`src/rtl/hex_operand_entry_if.sv`:
```
// rtl/hex_operand_entry_if.sv - operand valid/ready handshake between entry front end and consumer
interface hex_operand_entry_if #(
    parameter int N = 8
);
    logic [N-1:0] operand;
    logic         operand_valid;
    logic         operand_ready;

    modport master (
        output operand,
        output operand_valid,
        input  operand_ready
    );

    modport slave (
        input  operand,
        input  operand_valid,
        output operand_ready
    );
endinterface

```
`src/rtl/hex_operand_entry.sv`:
```
// rtl/hex_operand_entry.sv - hex digit keypad entry with debounced keys and operand handshake
module hex_operand_entry #(
    parameter int N          = 8,
    parameter int DEB_CYCLES = 500000,
    localparam int CW        = $clog2(N / 4 + 1)
) (
    input  logic          clk,
    input  logic          aclr,
    input  logic [3:0]    digit_in,
    input  logic          enter_n,
    input  logic          commit_n,
    input  logic          clear_entry,
    output logic [N-1:0]  entry,
    output logic [CW-1:0] digit_cnt,
    hex_operand_entry_if.master op
);

    localparam int            DW       = (DEB_CYCLES > 1) ? $clog2(DEB_CYCLES) : 1;
    localparam logic [DW-1:0] DEB_LAST = DW'(DEB_CYCLES - 1);
    localparam logic [CW-1:0] DIGITS   = CW'(N / 4);

    typedef enum logic [1:0] {
        IDLE,
        ENTRY,
        HOLD
    } state_t;

    // Index 0 is the enter key, index 1 the commit key.
    logic [1:0]    raw_n;
    logic [1:0]    sync1;
    logic [1:0]    sync2;
    logic [1:0]    deb;
    logic [1:0]    deb_d;
    logic [DW-1:0] dcnt [0:1];
    logic [1:0]    press;
    logic          enter_ev;
    logic          commit_ev;

    assign raw_n = {commit_n, enter_n};

    always_ff @(posedge clk or posedge aclr) begin
        if (aclr) begin
            sync1   <= '0;
            sync2   <= '0;
            deb     <= '0;
            deb_d   <= '0;
            dcnt[0] <= '0;
            dcnt[1] <= '0;
        end else begin
            sync1 <= ~raw_n;
            sync2 <= sync1;
            deb_d <= deb;
            for (int k = 0; k < 2; k++) begin
                if (sync2[k] == deb[k]) begin
                    dcnt[k] <= '0;
                end else if (dcnt[k] == DEB_LAST) begin
                    deb[k]  <= sync2[k];
                    dcnt[k] <= '0;
                end else begin
                    dcnt[k] <= dcnt[k] + 1'b1;
                end
            end
        end
    end

    assign press     = deb & ~deb_d;
    assign enter_ev  = press[0];
    assign commit_ev = press[1];

    state_t        state_q;
    state_t        state_d;
    logic [N-1:0]  entry_q;
    logic [N-1:0]  entry_d;
    logic [CW-1:0] cnt_q;
    logic [CW-1:0] cnt_d;
    logic [N-1:0]  operand_q;
    logic [N-1:0]  operand_d;
    logic [N+3:0]  shifted;

    assign shifted = {entry_q, digit_in};

    always_ff @(posedge clk or posedge aclr) begin
        if (aclr) begin
            state_q   <= IDLE;
            entry_q   <= '0;
            cnt_q     <= '0;
            operand_q <= '0;
        end else begin
            state_q   <= state_d;
            entry_q   <= entry_d;
            cnt_q     <= cnt_d;
            operand_q <= operand_d;
        end
    end

    // Priority outside HOLD: clear, then commit (which swallows a same-cycle digit), then enter.
    always_comb begin
        state_d   = state_q;
        entry_d   = entry_q;
        cnt_d     = cnt_q;
        operand_d = operand_q;
        case (state_q)
            IDLE, ENTRY: begin
                if (clear_entry) begin
                    state_d = IDLE;
                    entry_d = '0;
                    cnt_d   = '0;
                end else if (commit_ev) begin
                    if (state_q == ENTRY) begin
                        operand_d = entry_q;
                        state_d   = HOLD;
                    end
                end else if (enter_ev && (cnt_q < DIGITS)) begin
                    entry_d = shifted[N-1:0];
                    cnt_d   = cnt_q + 1'b1;
                    state_d = ENTRY;
                end
            end
            HOLD: begin
                if (op.operand_ready) begin
                    state_d = IDLE;
                    entry_d = '0;
                    cnt_d   = '0;
                end
            end
            default: begin
                state_d = IDLE;
            end
        endcase
    end

    assign entry            = entry_q;
    assign digit_cnt        = cnt_q;
    assign op.operand       = operand_q;
    assign op.operand_valid = (state_q == HOLD);

endmodule

```
`src/flat_wrapper.sv`:
```
// flat-port wrapper written by rule: the top's interface ports become plain ports
module hex_operand_entry_flat 
#(
    parameter int N          = 8,
    parameter int DEB_CYCLES = 500000,
    localparam int CW        = $clog2(N / 4 + 1)
)
  (clk, aclr, digit_in, enter_n, commit_n, clear_entry, entry, digit_cnt, op_operand, op_operand_valid, op_operand_ready);
  hex_operand_entry_if #(.N(N)) op_i ();
  input  logic clk;
  input  logic aclr;
  input  logic [3:0] digit_in;
  input  logic enter_n;
  input  logic commit_n;
  input  logic clear_entry;
  output logic [N-1:0] entry;
  output logic [CW-1:0] digit_cnt;
  output wire logic [$bits(op_i.operand)-1:0] op_operand;
  output wire logic [$bits(op_i.operand_valid)-1:0] op_operand_valid;
  input wire logic [$bits(op_i.operand_ready)-1:0] op_operand_ready;
  assign op_operand = op_i.operand;
  assign op_operand_valid = op_i.operand_valid;
  assign op_i.operand_ready = op_operand_ready;
  hex_operand_entry #(.N(N), .DEB_CYCLES(DEB_CYCLES)) u_core (.clk(clk), .aclr(aclr), .digit_in(digit_in), .enter_n(enter_n), .commit_n(commit_n), .clear_entry(clear_entry), .entry(entry), .digit_cnt(digit_cnt), .op(op_i));
endmodule
```
`config.mk`:
```
export PLATFORM = sky130hd
export DESIGN_NAME = hex_operand_entry_flat
export DESIGN_NICKNAME = d
export VERILOG_FILES = /design/src/rtl/hex_operand_entry_if.sv /design/src/rtl/hex_operand_entry.sv /design/src/flat_wrapper.sv
export SDC_FILE = /design/constraint.sdc
export NUM_CORES = 1
export LEC_CHECK = 0
export BUFFER_PORTS_ARGS = -buffer_cell sky130_fd_sc_hd__buf_2
export CORE_ASPECT_RATIO = 1.4
export CORE_MARGIN = 8
export CORE_UTILIZATION = 53
export DETAILED_ROUTE_END_ITERATION = 8
export PLACE_DENSITY = 0.75
export SLEW_MARGIN = 20
export SYNTH_ARGS = -nofsm -noshare
export SYNTH_HDL_FRONTEND = slang
export SYNTH_SLANG_ARGS = --single-unit
```
`constraint.sdc`:
```
create_clock -name clk -period 1.96 [get_ports clk]
set_input_delay 0.196 -clock clk [delete_from_list [all_inputs] [get_ports clk]]
set_output_delay 0.196 -clock clk [all_outputs]
set_load 0.05 [all_outputs]
```
==> impl_metrics.tcl <==
set metrics [dict create \
    clockBufferDepth 2 \
    layout-drive-gt1-share_pct 24.8 \
    clk_latency_ns 0.34 \
    fmax_mhz 543 \
    post_cts_buffers 0 \
    peakVddDrop_mv 0.806 \
    fill_cells 417 \
    slowest_delay_ns 0.55 \
    worstSetupPathType "flop to flop" \
    clockRootBuffer "clkbuf_8" \
    finalNetCount 325 \
    syn_to_final_growth_pct 19.3 \
    r2r_end "u_core.deb[0]" \
    ys_warn_count 0 \
    grt_pass1_vias 2238 \
    hold_viol 0 \
    fin_crit_ns 1.84 \
    rows 32 \
    clk_pin_slew_worst_paths_ns 0.07 \
    cp-end-kind "flop" \
    power.density_nw_per_um2 783 \
    antenna_found_initial 0 \
    avgViaCountPerCell 5.60 \
    drt_iter0_drc 97 \
    cp_max_fo 4 \
    cp-start-kind "flop" \
    synth.yosys.seq_area_share_pct 55.5 \
    grt_pass1_wl_um 10500 \
    required_ns 2.19 \
    wl_per_cell_um 15.5 \
    ys_async_sr_fraction_pct 100 \
    n_antenna_cell 0 \
    layout_common_cells "dfrtp_1 (66), nor2_1 (38), buf_2 (28)" \
    avgSynthCellArea_sq_um 11.3 \
    fp.coreArea_sq_um 5490 \
    cp.arrival_ns 2.07 \
    gp_congestion 0.833 \
    worst_slack_ns 0.119 \
    hpwl_um 4170 \
    grt_max_degree 67 \
    cp-startpoint "u_core.dcnt[29]" \
    ant_nets 0 \
    final_common_cell "dfrtp_1" \
    synth_top_flop_cell "dfrtp_1" \
    ff2ff_path_depth 3 \
    slew_headroom_pct 66.9 \
    grt_use_total_pct 15.7 \
    cp_cell_sequence "or4_4 > nor4_1 > mux2_2" \
    setup_viol 0 \
    syn-instance-count 263 \
    cts_tree "built" \
    hp-start "digit_in[1]" \
    vias 2161 \
    regToRegSetupSlack_ns 0.12 \
    io-pin-count 29 \
    die_height_um 105 \
    period_share_pct 93.9 \
    skew_ns 0.0104 \
    worstHoldPathType "input pin to flop" \
    netlist_area_sq_um 2980 \
    die-area_sq_um 8300 \
    rsz0062_at_grt "no" \
    maxSlewViolCount 0 \
    status "finished clean" \
    clock_sinks 66 \
    syn_nets 275 \
    die_w_um 79.3 \
    cts_max_level 3 \
    first_pass_iters 4 \
    whs_endpoint "u_core.entry[1]" \
    port_buffers 28 \
    drv_cap 0 \
    synth_edf_count 0 \
    hold_path_depth 2 \
    gr-total-overflow 0 \
    leakagePower_uw 0.00166 \
    synth_seq_cells 66 \
    drc 0 \
    rr_startpoint "u_core.dcnt[29]" \
    worstMarginPinSlew_ns 0.484 \
    drt_wl_total_um 5980 \
    initial_core_util_pct 54.2 \
    crit_slowest_cell "or4_4" \
    pre_cts_slack_ns 0.0992 \
    totalNegativeSetupSlack_ns 0 \
    cts_buffers 9 \
    synth_cell_types 44 \
]
==> how the worst max path moves through the flow <==
stage                                to  slack, ns  cells past startpoint
finish                    u_core.deb[0]       0.12                      3
global route        u_core.digit_cnt[1]       0.04                      4
CTS                 u_core.digit_cnt[1]       0.09                      4
detailed placement        u_core.deb[0]        0.1                      3
global placement          u_core.deb[0]       0.12                      3
floorplan           u_core.digit_cnt[1]       0.04                      4
==> state kept, by name, indices dropped and copies added, names as in the netlist <==
signal and flops:
u_core.state_q 2, u_core.op.operand 8, u_core.entry 8, u_core.digit_cnt 2, u_core.deb 2, u_core.sync1 2, u_core.deb_d 2, u_core.dcnt 38
u_core.sync2 2
==> Yosys cell counts, drive strengths merged (2+ instances only) <==
cell / number / area, sq um
dfrtp: 66 / 1650
nor2: 38 / 143
xnor2: 18 / 158
xor2: 14 / 123
nand4: 13 / 87.6
mux2: 11 / 124
nand2: 11 / 41.3
nand3: 11 / 55.1
inv: 10 / 37.5
nor4: 9 / 68.8
a22o: 8 / 70.1
and4: 5 / 43.8
nor3: 5 / 25.0
a21oi: 4 / 20.0
and3: 3 / 18.8
buf: 3 / 21.3
clkbuf: 3 / 12.5
o21ai: 3 / 15.0
or4: 3 / 26.3
ha: 2 / 25.0
nor2b: 2 / 12.5
nor4b: 2 / 17.5
nor4bb: 2 / 20.0
o41ai: 2 / 36.3
or2: 2 / 12.5
or3: 2 / 13.8
==> area by class of cell <==
class                   count  area (sq um)  area share, %
flip-flops and latches     66          1650           46.5
multi-input cells         181          1250           35.4
repair buffers             45           300           8.46
clock buffers              12           145           4.09
well taps                  68          85.1           2.40
clock inverters             4          73.8           2.08
inverters                  10          37.5           1.06
==> critical path: cells and delay by family, from the launching register on <==
family | cells | cell delay, ns
mux | 1 | 0.38
flops | 1 | 0.42
simple gates | 2 | 0.93
==> per-layer routing <==
metal,track usage [%],vias to the layer above,part of all wire [%]
met1,18.6,1080,42
li1,-,1040,-
met2,26.2,32,53
met4,6.25,0,1.7
met3,4.03,9,3.1
met5,0,-,0
==> repair_timing <==
action,4_1_cts,5_1_grt
endpoints found under the hold margin,68,0
setup endpoints to repair,0,2
hold buffers,3,0
gates resized for setup,0,1
==> cells by family (layout without fill, tap and decap cells) <==
| group | Yosys count | after routing | share of synthesized area [%] |
|---|---|---|---|
| adders and majority gates | 2 | 2 | 0.841 |
| DFF | 66 | 66 | 55.5 |
| and+or+nand+nor | 113 | 113 | 21.1 |
| xor gates and xnor gates | 32 | 32 | 9.42 |
| buffers and inverters | 16 | 71 | 2.40 |
| muxes | 12 | 12 | 4.50 |
| AOI/OAI and AO/OA | 22 | 22 | 6.22 |
==> through the flow <==
step                      utilization, %  instances  hold slack (ns)  instance area (sq um)  power [uW]
after floorplan                        -        263            0.255                   2980        1490
after global placement              60.1        367            0.289                   3300        1530
after detailed placement            60.1        367            0.294                   3300        1540
after CTS                           64.6        386           0.0544                   3550        2810
after global routing                64.7        386           0.0555                   3550        2890
final                               64.7        386           0.0653                   3550        2780
==> power by group <==
group	internal [uW]	switching (uW)	leakage, uW	total (uW)
sequential	1380	17.8	0.000907	1400
clock	755	512	0.000111	1270
combinational	41.5	74.8	0.000645	116
total	2180	605	0.00166	2780
Note: power is estimated with default switching activity, not from simulation.
